### src/rtl/core_pkg.sv
// Shared core definitions: sequencer state, reset/exception vectors, cause codes
// and the bundle of candidate next-PC targets.
package core_pkg;

  localparam int unsigned XLEN    = 32;
  localparam int unsigned JT_W    = 26;
  localparam int unsigned CAUSE_W = 5;

  localparam logic [XLEN-1:0]    RESET_VEC_DEF = 32'h0000_0000;
  localparam logic [XLEN-1:0]    EXC_VEC_DEF   = 32'h0000_0080;

  localparam logic [CAUSE_W-1:0] CAUSE_ADEL    = 5'd4;
  localparam logic [CAUSE_W-1:0] CAUSE_SYSCALL = 5'd8;
  localparam logic [CAUSE_W-1:0] CAUSE_OVF     = 5'd12;

  typedef enum logic [1:0] {
    ST_BOOT = 2'd0,
    ST_RUN  = 2'd1,
    ST_TRAP = 2'd2,
    ST_HALT = 2'd3
  } state_e;

  typedef struct packed {
    logic [XLEN-1:0] pc4;
    logic [XLEN-1:0] br;
    logic [XLEN-1:0] jmp;
    logic            adel;
  } pc_targets_t;

endpackage

### src/rtl/pc_target_calc.sv
// Combinational next-PC candidates (sequential, branch, jump) and the
// misaligned jump-register check.
module pc_target_calc
  import core_pkg::*;
(
  input  logic [XLEN-1:0] i_pc_q,
  input  logic [XLEN-1:0] i_branch_off,
  input  logic [JT_W-1:0] i_jump_target,
  input  logic            i_jump_reg,
  input  logic [1:0]      i_jr_lsb,
  output pc_targets_t     o_tgt_c
);

  logic [XLEN-1:0] w_pc4;

  assign w_pc4 = i_pc_q + XLEN'(4);

  // All sums wrap modulo 2^32.
  assign o_tgt_c.pc4  = w_pc4;
  assign o_tgt_c.br   = w_pc4 + (i_branch_off << 2);
  assign o_tgt_c.jmp  = {w_pc4[XLEN-1:XLEN-4], i_jump_target, 2'b00};
  assign o_tgt_c.adel = i_jump_reg & (i_jr_lsb != 2'b00);

endmodule

### src/rtl/pc_next_sequencer.sv
// Next-PC controller: drives the PC register write port, sequences boot,
// captures EPC/cause on exception entry and halts on a double fault.
module pc_next_sequencer
  import core_pkg::*;
#(
  parameter logic [XLEN-1:0]    RESET_VEC = RESET_VEC_DEF,
  parameter logic [XLEN-1:0]    EXC_VEC   = EXC_VEC_DEF,
  parameter logic [CAUSE_W-1:0] ADEL_CODE = CAUSE_ADEL
) (
  input  logic               clk,
  input  logic               reset,
  input  logic [XLEN-1:0]    i_pc_q,
  input  logic               i_stall,
  input  logic               i_branch_taken,
  input  logic [XLEN-1:0]    i_branch_off,
  input  logic               i_jump,
  input  logic [JT_W-1:0]    i_jump_target,
  input  logic               i_jump_reg,
  input  logic [XLEN-1:0]    i_jr_addr,
  input  logic               i_exc_req,
  input  logic [CAUSE_W-1:0] i_exc_code,
  input  logic               i_eret,
  output logic               o_pc_we,
  output logic [XLEN-1:0]    o_pc_d,
  output logic [XLEN-1:0]    o_epc,
  output logic [CAUSE_W-1:0] o_cause,
  output logic               o_in_trap,
  output logic               o_halted
);

  state_e             r_state;
  state_e             w_state_nxt;
  logic [XLEN-1:0]    r_epc;
  logic [CAUSE_W-1:0] r_cause;
  logic               w_exc_entry;
  pc_targets_t        w_tgt;

  pc_target_calc u_calc (
    .i_pc_q        (i_pc_q),
    .i_branch_off  (i_branch_off),
    .i_jump_target (i_jump_target),
    .i_jump_reg    (i_jump_reg),
    .i_jr_lsb      (i_jr_addr[1:0]),
    .o_tgt_c       (w_tgt)
  );

  always_ff @(posedge clk) begin
    if (reset) begin
      r_state <= ST_BOOT;
      r_epc   <= '0;
      r_cause <= '0;
    end else begin
      r_state <= w_state_nxt;
      if (w_exc_entry) begin
        r_epc   <= i_pc_q;
        r_cause <= i_exc_code_sel();
      end
    end
  end

  function automatic logic [CAUSE_W-1:0] i_exc_code_sel();
    return i_exc_req ? i_exc_code : ADEL_CODE;
  endfunction

  // Next-PC priority: exception, stall, eret (TRAP only), jr, j, branch, pc+4.
  always_comb begin
    w_state_nxt = r_state;
    w_exc_entry = 1'b0;
    o_pc_we     = 1'b0;
    o_pc_d      = i_pc_q;
    if (reset) begin
      o_pc_d = '0;
    end else begin
      case (r_state)
        ST_BOOT: begin
          o_pc_we     = 1'b1;
          o_pc_d      = RESET_VEC;
          w_state_nxt = ST_RUN;
        end
        ST_RUN, ST_TRAP: begin
          if (i_exc_req || w_tgt.adel) begin
            if (r_state == ST_RUN) begin
              o_pc_we     = 1'b1;
              o_pc_d      = EXC_VEC;
              w_exc_entry = 1'b1;
              w_state_nxt = ST_TRAP;
            end else begin
              w_state_nxt = ST_HALT;
            end
          end else if (i_stall) begin
            o_pc_we = 1'b0;
          end else if (i_eret && (r_state == ST_TRAP)) begin
            o_pc_we     = 1'b1;
            o_pc_d      = r_epc + XLEN'(4);
            w_state_nxt = ST_RUN;
          end else begin
            o_pc_we = 1'b1;
            if (i_jump_reg)          o_pc_d = i_jr_addr;
            else if (i_jump)         o_pc_d = w_tgt.jmp;
            else if (i_branch_taken) o_pc_d = w_tgt.br;
            else                     o_pc_d = w_tgt.pc4;
          end
        end
        default: begin
          w_state_nxt = ST_HALT;
        end
      endcase
    end
  end

  assign o_epc     = r_epc;
  assign o_cause   = r_cause;
  assign o_in_trap = (r_state == ST_TRAP);
  assign o_halted  = (r_state == ST_HALT);

endmodule

### config.mk
export PLATFORM = sky130hd
export DESIGN_NAME = pc_next_sequencer
export DESIGN_NICKNAME = d
export VERILOG_FILES = /design/src/rtl/core_pkg.sv /design/src/rtl/pc_target_calc.sv /design/src/rtl/pc_next_sequencer.sv
export SDC_FILE = /design/constraint.sdc
export NUM_CORES = 1
export LEC_CHECK = 0
export ABC_AREA = 1
export ABC_CLOCK_PERIOD_IN_PS = 2650
export BUFFER_PORTS_ARGS = -buffer_cell sky130_fd_sc_hd__buf_4
export CORE_MARGIN = 2
export CORE_UTILIZATION = 50
export DETAILED_ROUTE_END_ITERATION = 10
export GPL_ROUTABILITY_DRIVEN = 0
export PLACE_DENSITY_LB_ADDON = 0.05
export SYNTH_ARGS = -nofsm -noshare
export SYNTH_HDL_FRONTEND = slang
export SYNTH_SLANG_ARGS = --single-unit
### constraint.sdc
create_clock -name clk -period 2.65 [get_ports clk]
set_clock_uncertainty 0.2 [all_clocks]
set_input_delay 0.1325 -clock clk [delete_from_list [all_inputs] [get_ports clk]]
set_output_delay 0.1325 -clock clk [all_outputs]
set_load 0.01 [all_outputs]
==> results.py, run 1 <==
metrics = {
    "outcome": {
        "outcome": "aborted with a tool error",
        "lastStage": "5_1_grt",
        "error": "[ERROR GRT-0232] Routing congestion too high. Check the congestion heatmap in the GUI.",
    },
    "cts": {
        "clockBufferDepth": 2,
        "cts_buffers": 5,
        "cts-root-buf": "clkbuf_16",
        "cts_sinks": 39,
        "cts_max_level": 2,
    },
    "synth": {
        "async_flop_share_pct": 0,
        "syn_area_sq_mm": 0.007546,
        "yosysWarningCount": 0,
        "ys_types": 52,
        "ys_ff_latch": 39,
        "synth-edff-count": 0,
        "syn_area_per_cell_sq_um": 5.204,
        "synth_nets": 1625,
        "ys_seq_area_share_pct": 10.35,
        "ys.flop_type": "dfxtp_1",
        "syn-instance-count": 1450,
    },
    "global_route": {
        "globalRouteOverflowTotal": 39,
        "grt_max_degree": 50,
        "gr-usage-all-layers_pct": 82.28,
        "antenna_found_initial": 3,
    },
    "place": {
        "numPortBuffers": 204,
        "placed_area_sq_mm": 0.01089,
        "post-place-ws_ns": -0.8502,
        "dp_hpwl_um": 26650,
    },
    "sta": {
        "endpoint_type": "primary output",
        "crit_endpoint": "o_pc_d[23]",
    },
    "floorplanning": {
        "io_pins": 207,
        "start_util_pct": 51.53,
        "rows": 44,
        "dieWidth_um": 126.9,
        "dieHeight_um": 126.9,
    },
}
==> cells in the mapped netlist, types with 5 or more instances <==
library cell / instances / area (sq um)
nand2_1: 498 / 1869
inv_1: 188 / 705.7
a21oi_1: 132 / 660.6
nor2_1: 119 / 446.7
o21ai_0: 92 / 460.4
nand3_1: 90 / 450.4
clkbuf_1: 39 / 146.4
dfxtp_1: 39 / 780.8
ha_1: 39 / 488.0
xor2_1: 32 / 280.3
nand4_1: 22 / 137.6
nor2_2: 18 / 112.6
nor3_1: 18 / 90.09
buf_2: 10 / 50.05
a211oi_1: 9 / 67.56
a221oi_1: 8 / 70.07
inv_2: 8 / 30.03
o21bai_1: 8 / 60.06
nand2_2: 7 / 43.79
and2_1: 5 / 31.28
nor3_2: 5 / 50.05
o21ai_1: 5 / 25.02
xnor2_1: 5 / 43.79
==> per-layer routing <==
layer	GRT overflow	GRT usage, %
met5	0	53.25
met3	1	76.34
met2	22	93.71
met4	16	79.19
met1	0	80.24
==> logic make-up after synthesis <==
group                    after synthesis  synth area share, %
AO/OA/AOI/OAI                        281                20.59
XOR/XNOR                              37                4.294
adder cells (fa/ha/maj)               40                6.732
buffers and inverters                249                12.57
flip-flops                            39                10.35
AND/OR/NAND/NOR                      804                45.47
==> through the flow <==
stage               setup TNS, ns  util [%]  instances
CTS                        -13.51     84.20       2026
detailed placement         -18.53     74.37       1982
global placement           -17.43     74.37       1982
floorplan                 -0.7512         -       1450
==> what timing repair did <==
item / 4_1_cts
hold endpoints to repair: 13
gates resized for setup: 223
endpoints found under the setup margin: 28
buffers inserted: 26
hold buffers: 12
pin swaps: 121
==> run 2: changes to the inputs <==
- ABC_CLOCK_PERIOD_IN_PS: 2650 -> 3400
- CORE_UTILIZATION: 50 -> 40
- PLACE_DENSITY_LB_ADDON: 0.05 -> 0.15
- clock period: 2.65 -> 3.4 ns (I/O delays scaled with it)
==> results.py, run 2 <==
metrics = {
    "outcome": {
        "outcome": "finished with violations",
        "violations": "setup timing",
    },
    "route": {
        "detail-route-antenna-nets": 0,
        "vias": 11150,
        "drtIter0Drc": 1126,
        "vias_per_cell": 5.563,
        "drc_errors": 0,
        "drt_wl_total_um": 36390,
        "avgRoutedWirePerCell_um": 18.16,
        "drtPass1Iterations": 6,
    },
    "run": {
        "cap_violations": 0,
    },
    "synth": {
        "synth_nets": 1625,
        "synth_compound_area_share_pct": 20.59,
        "synth_top_area_share_pct": 24.77,
        "ys_ff_latch": 39,
        "synth-edff-count": 0,
        "ys_types": 52,
        "async_flop_share_pct": 0,
        "syn_area_sq_mm": 0.007546,
        "ys_seq_area_share_pct": 10.35,
        "muxShareOfSynthArea_pct": 0,
        "syn-instance-count": 1450,
        "yosysMostFrequentCell": "nand2_1",
        "synth_simple_gate_area_share_pct": 45.47,
        "synth_commonest_cells": "nand2_1 (498), inv_1 (188), a21oi_1 (132)",
        "syn_area_per_cell_sq_um": 5.204,
        "ys.flop_type": "dfxtp_1",
        "synthTopCellsByArea": "nand2_1 (25%), dfxtp_1 (10%), inv_1 (9.4%), a21oi_1 (8.8%), ha_1 (6.5%)",
        "synth_fa_ha_area_share_pct": 6.732,
        "synth_xor_area_share_pct": 4.294,
        "yosysWarningCount": 0,
        "yosys.area.top_type": "nand2_1",
        "synth_top_family_by_area": "simple AND/OR/NAND/NOR gates",
    },
    "pwr": {
        "p_int_w": 0.002113,
        "finalPower_w": 0.004313,
        "leakagePower_nw": 5.920,
        "clkPwrFrac_pct": 10.9,
        "switching_share_pct": 51.01,
        "ir_drop_uv": 468.8,
        "p_sw_w": 0.002200,
        "power_per_cell_area_mw_per_mm2": 357.1,
        "seq_power_share_pct": 18.5,
        "power_frac_comb_pct": 70.6,
    },
    "global_route": {
        "globalRouteOverflowTotal": 0,
        "antenna_found_initial": 1,
        "gr-usage-all-layers_pct": 32.82,
        "grt_pass1_wl_um": 51750,
        "grt_pass1_vias": 9888,
        "grt_max_degree": 46,
    },
    "floorplanning": {
        "start_util_pct": 40.61,
        "core_area_sq_mm": 0.01858,
        "dieHeight_um": 141.4,
        "io_pins": 207,
        "dieWidth_um": 141.4,
        "die_area_sq_mm": 0.01998,
        "rows": 50,
    },
    "sta": {
        "worstMarginPinSlew_ns": 0.8374,
        "setup_ws_ns": -0.09955,
        "finalHoldWorstSlack_ns": 0.006147,
        "maxSlewViolCount": 0,
        "hold_violations": 0,
        "period_needed_ns": 3.500,
        "final-setup-viol-count": 14,
        "max_slew_margin_pct": 44.11,
        "fmax_mhz": 285.8,
        "final.period_utilization_pct": 102.9,
        "rsz0062_at_grt": "yes",
    },
    "worst_hold_path": {
        "holdPathStages": 3,
        "hp-class": "input pin to register",
    },
    "cts": {
        "cts_max_level": 2,
        "clk_latency_ns": 0.29,
        "cts_sinks": 39,
        "cts-root-buf": "clkbuf_16",
        "clockBufferDepth": 2,
        "cts_buffers": 5,
        "cts_tree": "yes",
        "path_clk_slew_ns": 0.06,
    },
    "critical_path": {
        "critPathRequiredTime_ns": 3.03,
        "cp-end-kind": "primary output",
        "worstSetupStartpointType": "input pin",
        "crit_type": "input pin to primary output",
        "arrival_ns": 3.13,
        "cp_max_fo": 6,
        "r2r_cells": 6,
        "regToRegSetupSlack_ns": 1.15,
    },
    "finish": {
        "antennaDiodeCount": 0,
        "final_area_sq_mm": 0.01208,
        "syn_to_final_growth_pct": 60.06,
        "drive_above_1_share_pct": 39.10,
        "largest_reg_flops": 32,
        "stdcell_count": 2004,
        "fillers": 1715,
        "final_cell_mix": "nand2_1 (389), buf_4 (337), inv_1 (168)",
        "final_common_cell": "nand2_1",
        "final_nets": 1944,
    },
    "place": {
        "placed_area_sq_mm": 0.01019,
        "dp_cells": 1971,
        "dp_hpwl_um": 27290,
        "numPortBuffers": 204,
    },
}
-- run 2: path summary, 6_finish.rpt --
path                    from    endpoint
setup / recovery   i_pc_q[3]  o_pc_d[28]
hold / removal     i_exc_req  o_cause[0]
setup reg to reg  r_state[0]   o_epc[11]
hold reg to reg   o_cause[4]  o_cause[4]
-- run 2: layout make-up --
| class | count | area [sq um] | area share [%] |
|---|---|---|---|
| Tap cell | 234 | 292.8 | 2.424 |
| Clock inverter | 3 | 20.02 | 0.1658 |
| Multi-Input combinational cell | 1162 | 7283 | 60.30 |
| Sequential cell | 39 | 780.7 | 6.464 |
| Timing Repair Buffer | 363 | 2830 | 23.43 |
| Clock buffer | 5 | 125.1 | 1.036 |
| Inverter | 198 | 745.7 | 6.174 |
-- run 2: power groups by stage --
stage | registers (W) | clock network, W | logic, W
4_1_cts | 0.000788 | 0.000474 | 0.00272
3_5_place_dp | 0.000794 | 0 | 0.00260
2_1_floorplan | 0.000796 | 0 | 0.00141
5_1_grt | 0.000818 | 0.000490 | 0.00328
3_3_place_gp | 0.000795 | 0 | 0.00258
6_report | 0.000797 | 0.000471 | 0.00305
-- run 2: cell families (layout without fill, tap and decap cells) --
| kind of cell | Yosys count | in the layout |
|---|---|---|
| AOI/OAI and AO/OA | 281 | 281 |
| and+or+nand+nor | 804 | 804 |
| adders and majority gates | 40 | 40 |
| xor gates and xnor gates | 37 | 37 |
| DFF | 39 | 39 |
| buffers and inverters | 249 | 569 |
-- run 2: layer usage --
layer | track usage [%] | routed length (um) | up-vias
met5 | 0 | 0 | -
met4 | 10.42 | 1540 | 0
met3 | 3.442 | 3218 | 107
met2 | 56.59 | 17120 | 625
met1 | 43.05 | 14520 | 5113
li1 | - | - | 5304
-- run 2: timing repair --
item | in CTS | in global routing
gates resized for setup | 96 | 265
pin swaps | 34 | 153
setup buffers | 6 | 12
hold buffers | 8 | 0
setup endpoints to repair | 24 | 26
endpoints found under the hold margin | 8 | 0
-- run 2: per-stage QoR --
stage | worst slack (ns) | setup TNS [ns] | util [%]
2_1_floorplan | 0.3631 | 0 | -
3_3_place_gp | -0.3298 | -3.589 | 54.85
3_5_place_dp | -0.3873 | -4.338 | 54.85
4_1_cts | -0.05674 | -0.06172 | 58.79
5_1_grt | -0.2673 | -3.568 | 65.00
6_report | -0.09955 | -0.6051 | 65.00
-- run 2: worst max-delay path: stages --
cell,delay (ns)
buf_12,0.09
ha_4,0.15
nand2_4,0.06
nor2_4,0.12
inv_4,0.07
nor2_4,0.16
nand2_4,0.14
buf_6,0.14
o21ai_2,0.13
nand2_2,0.08
inv_2,0.07
ha_4,0.19
nand2_4,0.08
buf_6,0.12
nor2_4,0.14
nand2_2,0.10
nor2_2,0.13
nand2_2,0.09
nand4_1,0.10
nand3_1,0.11
nand2_1,0.10
nand2_2,0.07
nand3_2,0.06
nand2_1,0.06
nand2_1,0.06
nand2_1,0.06
a21oi_2,0.14
buf_4,0.13
(Power assumes the default switching activity.)
==> run 3: changes to the inputs <==
- CORE_ASPECT_RATIO: not set -> 1.5
- CORE_UTILIZATION: 40 -> 24
==> results.py, run 3 (synthesis results as in run 2) <==
metrics = {
    "finish": {
        "syn_to_final_growth_pct": 71.73,
        "largest_reg_flops": 32,
        "final_cell_mix": "buf_4 (398), nand2_1 (397), inv_1 (173)",
        "fillers": 3379,
        "antennaDiodeCount": 0,
        "final_common_cell": "buf_4",
        "drive_above_1_share_pct": 41.22,
        "final_nets": 2020,
    },
    "global_route": {
        "globalRouteOverflowTotal": 0,
        "grt_pass1_vias": 10890,
        "grt_max_degree": 45,
        "grt_pass1_wl_um": 60930,
        "gr-usage-all-layers_pct": 24.08,
        "antenna_found_initial": 0,
    },
    "sta": {
        "finalSetupTns_ns": -1.036,
        "final.period_utilization_pct": 104.0,
        "rsz0062_at_grt": "yes",
        "hold_violations": 0,
        "final-setup-viol-count": 16,
        "maxSlewViolCount": 0,
        "max_slew_margin_pct": 42.24,
        "setup_ws_ns": -0.1360,
        "fmax_mhz": 282.8,
        "worstMarginPinSlew_ns": 0.8654,
        "finalHoldWorstSlack_ns": 0.008196,
        "period_needed_ns": 3.536,
    },
    "cts": {
        "cts_sinks": 39,
        "path_clk_slew_ns": 0.06,
        "cts_max_level": 2,
        "clk_latency_ns": 0.30,
        "cts_buffers": 5,
        "cts_tree": "yes",
        "cts-root-buf": "clkbuf_16",
        "clockBufferDepth": 2,
    },
    "floorplanning": {
        "dieWidth_um": 148.8,
        "start_util_pct": 24.31,
        "dieHeight_um": 221.2,
        "die_area_sq_mm": 0.03291,
        "core_area_sq_mm": 0.03104,
        "io_pins": 207,
        "rows": 79,
    },
    "critical_path": {
        "crit_type": "input pin to primary output",
        "regToRegSetupSlack_ns": 1.09,
        "worstSetupStartpointType": "input pin",
        "arrival_ns": 3.17,
        "cp-endpoint": "o_pc_d[29]",
        "startpoint": "i_pc_q[3]",
        "cp-end-kind": "primary output",
        "regToRegEndpoint": "o_cause[1]",
        "worstReg2RegStart": "r_state[1]",
        "cp_max_fo": 4,
        "critPathRequiredTime_ns": 3.03,
        "r2r_cells": 7,
    },
    "pwr": {
        "switching_share_pct": 50.80,
        "p_int_w": 0.002215,
        "power_frac_comb_pct": 72.3,
        "leakagePower_nw": 6.283,
        "seq_power_share_pct": 16.8,
        "finalPower_w": 0.004503,
        "clkPwrFrac_pct": 10.9,
        "p_sw_w": 0.002287,
        "power_per_cell_area_mw_per_mm2": 347.5,
        "ir_drop_uv": 348.1,
    },
    "outcome": {
        "outcome": "finished with violations",
        "violations": "setup timing",
    },
    "run": {
        "cap_violations": 0,
    },
    "route": {
        "drtPass1Iterations": 5,
        "drtIter0Drc": 552,
        "drt_wl_total_um": 41580,
        "detail-route-antenna-nets": 0,
        "vias": 10910,
        "avgRoutedWirePerCell_um": 18.47,
        "vias_per_cell": 4.845,
        "drc_errors": 0,
    },
    "place": {
        "dp_hpwl_um": 33430,
        "numPortBuffers": 204,
    },
    "worst_hold_path": {
        "hp-class": "input pin to register",
    },
}
-- run 3: worst max-delay path: stages --
cell	delay, ns
buf_12	0.09
ha_4	0.15
nand2_4	0.06
nor2_4	0.14
inv_4	0.07
nor3_4	0.24
buf_6	0.16
nand2_2	0.05
nand2_2	0.05
and2_4	0.18
ha_4	0.24
a21oi_4	0.20
nor2_2	0.05
nor2_1	0.15
nand2_1	0.12
a21oi_2	0.18
nand2_1	0.07
nand2_1	0.06
nand3_1	0.06
nand2_1	0.09
nand2_2	0.07
nand2_2	0.07
nand2_2	0.05
nand2_1	0.06
nand2_1	0.06
a21oi_2	0.14
buf_4	0.14
-- run 3: how the worst min path moves through the flow --
stage | slack, ns | cells past startpoint | endpoint | start
after floorplan | 0.10 | 2 | o_epc[30] | i_pc_q[30]
final | 0.008 | 2 | o_cause[4] | reset
after global routing | 0.02 | 3 | o_epc[11] | i_pc_q[11]
after detailed placement | 0.26 | 2 | o_cause[0] | o_cause[0]
after CTS | 0.0004 | 3 | o_epc[11] | i_pc_q[11]
after global placement | 0.25 | 2 | o_cause[3] | o_cause[3]
-- run 3: power groups by stage --
stage,clock network (W),registers [W],logic (W)
5_1_grt,0.000509,0.000780,0.00354
4_1_cts,0.000500,0.000754,0.00304
6_report,0.000489,0.000757,0.00326
2_1_floorplan,0,0.000796,0.00141
3_5_place_dp,0,0.000762,0.00282
3_3_place_gp,0,0.000762,0.00282
-- run 3: layout make-up --
cell class | instances | area, sq um | area share, %
multi-input combinational | 1162 | 7333 | 56.59
timing repair buffer | 439 | 3451 | 26.63
sequential | 39 | 780.7 | 6.025
inverter | 198 | 745.7 | 5.755
tap | 405 | 506.7 | 3.910
clock buffer | 6 | 128.9 | 0.9945
clock inverter | 2 | 12.51 | 0.09655
-- run 3: routing by layer --
| layer | global-route usage [%] | share of wire, % | vias to the layer above |
|---|---|---|---|
| met5 | 0 | 0 | - |
| met4 | 12.72 | 5.6 | 0 |
| met3 | 1.258 | 3.4 | 103 |
| met2 | 45.24 | 53 | 305 |
| met1 | 26.82 | 39 | 5036 |
| li1 | - | - | 5463 |
-- run 3: timing repair --
item / in CTS / in global routing
pin swaps: 62 / 126
endpoints found under the setup margin: 27 / 26
endpoints found under the hold margin: 8 / 1
resized for setup: 183 / 191
hold buffers: 12 / 1
cloned: 0 / 0
setup buffers: 20 / 17
-- run 3: per-stage QoR --
step	setup slack, ns	utilization (%)	std cells	cell area, sq um
after floorplan	0.3631	-	1450	7546
after global placement	-0.5950	34.78	2194	10800
after detailed placement	-0.5585	34.78	2194	10800
after CTS	-0.1096	38.74	2234	12020
after global routing	-0.3130	41.75	2251	12960
final	-0.1360	41.75	2251	12960
==> run 4: changes to the inputs <==
- CORE_UTILIZATION: 24 -> 48
==> results.py, run 4 (synthesis results as in run 2) <==
metrics = {
    "worst_hold_path": {
        "hp-class": "input pin to register",
        "holdPathStages": 2,
    },
    "outcome": {
        "violations": "setup timing",
        "outcome": "finished with violations",
    },
    "critical_path": {
        "max_stage_delay_ns": 0.26,
        "crit_top_cell": "nand2_1",
        "worstSetupStartpointType": "input pin",
        "slowest_stage": "ha_4",
        "cp-end-kind": "primary output",
        "cpLargestDelayFamily": "simple AND/OR/NAND/NOR gates",
        "critPathRequiredTime_ns": 3.03,
        "cp.depth": 26,
        "path_buf_inv": 6,
        "cp_max_fo": 4,
        "r2r_cells": 8,
        "crit_type": "input pin to primary output",
        "arrival_ns": 3.18,
    },
    "sta": {
        "fmax_mhz": 282.0,
        "max_slew_margin_pct": 42.89,
        "period_needed_ns": 3.546,
        "final-setup-viol-count": 18,
        "final.period_utilization_pct": 104.3,
        "finalSetupTns_ns": -1.310,
        "rsz0062_at_grt": "yes",
        "maxSlewViolCount": 0,
        "setup_ws_ns": -0.1463,
        "worstMarginPinSlew_ns": 0.8557,
        "hold_violations": 0,
    },
    "cts": {
        "clk_latency_ns": 0.29,
        "path_clk_slew_ns": 0.06,
        "cts-root-buf": "clkbuf_16",
        "cts_max_level": 2,
        "cts_tree": "yes",
        "cts_sinks": 39,
        "clockBufferDepth": 2,
        "cts_buffers": 5,
    },
    "floorplanning": {
        "die_area_sq_mm": 0.01676,
        "rows": 56,
        "dieWidth_um": 106.4,
        "dieHeight_um": 157.6,
        "start_util_pct": 48.73,
        "core_area_sq_mm": 0.01548,
        "io_pins": 207,
    },
    "route": {
        "drtPass1Iterations": 6,
        "vias_per_cell": 5.849,
        "vias": 11620,
        "drt_wl_total_um": 37020,
        "avgRoutedWirePerCell_um": 18.64,
        "detail-route-antenna-nets": 0,
        "drtIter0Drc": 1196,
        "drc_errors": 0,
    },
    "finish": {
        "stdcell_count": 1986,
        "final_common_cell": "nand2_1",
        "largest_reg_flops": 32,
        "antennaDiodeCount": 0,
        "final_nets": 1957,
        "drive_above_1_share_pct": 35.89,
        "fillers": 1236,
        "syn_to_final_growth_pct": 57.06,
        "final_cell_mix": "nand2_1 (425), buf_4 (345), inv_1 (172)",
    },
    "pwr": {
        "ir_drop_uv": 531.2,
        "power_per_cell_area_mw_per_mm2": 359.3,
        "leakagePower_nw": 5.921,
    },
    "global_route": {
        "antenna_found_initial": 0,
        "gr-usage-all-layers_pct": 39.89,
        "grt_pass1_wl_um": 52760,
        "grt_max_degree": 57,
        "grt_pass1_vias": 10780,
        "globalRouteOverflowTotal": 0,
    },
    "place": {
        "dp_hpwl_um": 26580,
        "numPortBuffers": 204,
        "dp_cells": 1932,
    },
    "run": {
        "cap_violations": 0,
    },
}
==> run 4: changes by cell type in the layout (fill, tap and decap cells not counted), moves of 5 or more <==
cell     delta
nand2_1    +28
nand2_2    -17
nor2_1      +5
buf_4      -53
a21oi_4     -5
nand3_2     -9
buf_6      -14
a21oi_1    +10
nand2_4    -10
a21oi_2     -5
nand3_1     +9
==> run 4: power by group <==
group	internal [W]	switching (W)	leakage, nW
sequential	0.000590	0.000206	0.318
combinational	0.00122	0.00176	5.54
clock	0.000271	0.000210	0.0658
==> run 4: worst register-to-register path, delay by kind of cell, from the launching register on <==
kind	cells	cell delay, ns
AOI/OAI and AO/OA	1	0.14
DFF	1	0.36
adders and majority gates	1	0.30
buffers and inverters	4	1.34
and+or+nand+nor	2	0.54
==> run 4: metal layers <==
layer	track usage [%]	share of wire (%)
met1	43.61	34
met5	0	0
met3	3.892	9.5
met2	70.24	47
met4	30.83	9.3
==> run 4: timing repair <==
action / CTS / global route
setup endpoints to repair: 24 / 25
endpoints found under the hold margin: 8 / 0
pin swaps: 64 / 89
resized for setup: 147 / 140
hold buffers: 15 / 0
buffers inserted: 19 / 13
==> run 4: metrics by stage <==
step | worst slack [ns] | total power, W | hold slack, ns | area (sq um) | utilization (%)
6_report | -0.1463 | 0.004258 | 0.005179 | 11850 | 76.54
5_1_grt | -0.3576 | 0.004496 | 0.01415 | 11850 | 76.54
4_1_cts | -0.01322 | 0.003992 | 0.007040 | 11150 | 71.99
3_5_place_dp | -0.3693 | 0.003350 | 0.2572 | 10090 | 65.17
3_3_place_gp | -0.3128 | 0.003311 | 0.2485 | 10090 | 65.17
2_1_floorplan | 0.3631 | 0.002209 | 0.1049 | 7546 | -
==> run 4: area by class of cell <==
cell class | instances | area [sq um] | area share (%)
multi-input cells | 1162 | 6978 | 58.88
flip-flops and latches | 39 | 780.7 | 6.588
inverters | 198 | 748.2 | 6.313
clock buffers | 5 | 125.1 | 1.056
repair buffers | 376 | 2945 | 24.85
clock inverters | 3 | 20.02 | 0.1689
well taps | 203 | 254.0 | 2.143
==> run 4: worst paths after layout <==
kind	from	end	slack, ns
max reg2reg	r_state[0]	o_cause[0]	0.46
min reg2reg	r_state[1]	r_state[1]	0.33
max	i_pc_q[3]	o_pc_d[24]	-0.15
min	reset	o_epc[3]	0.005
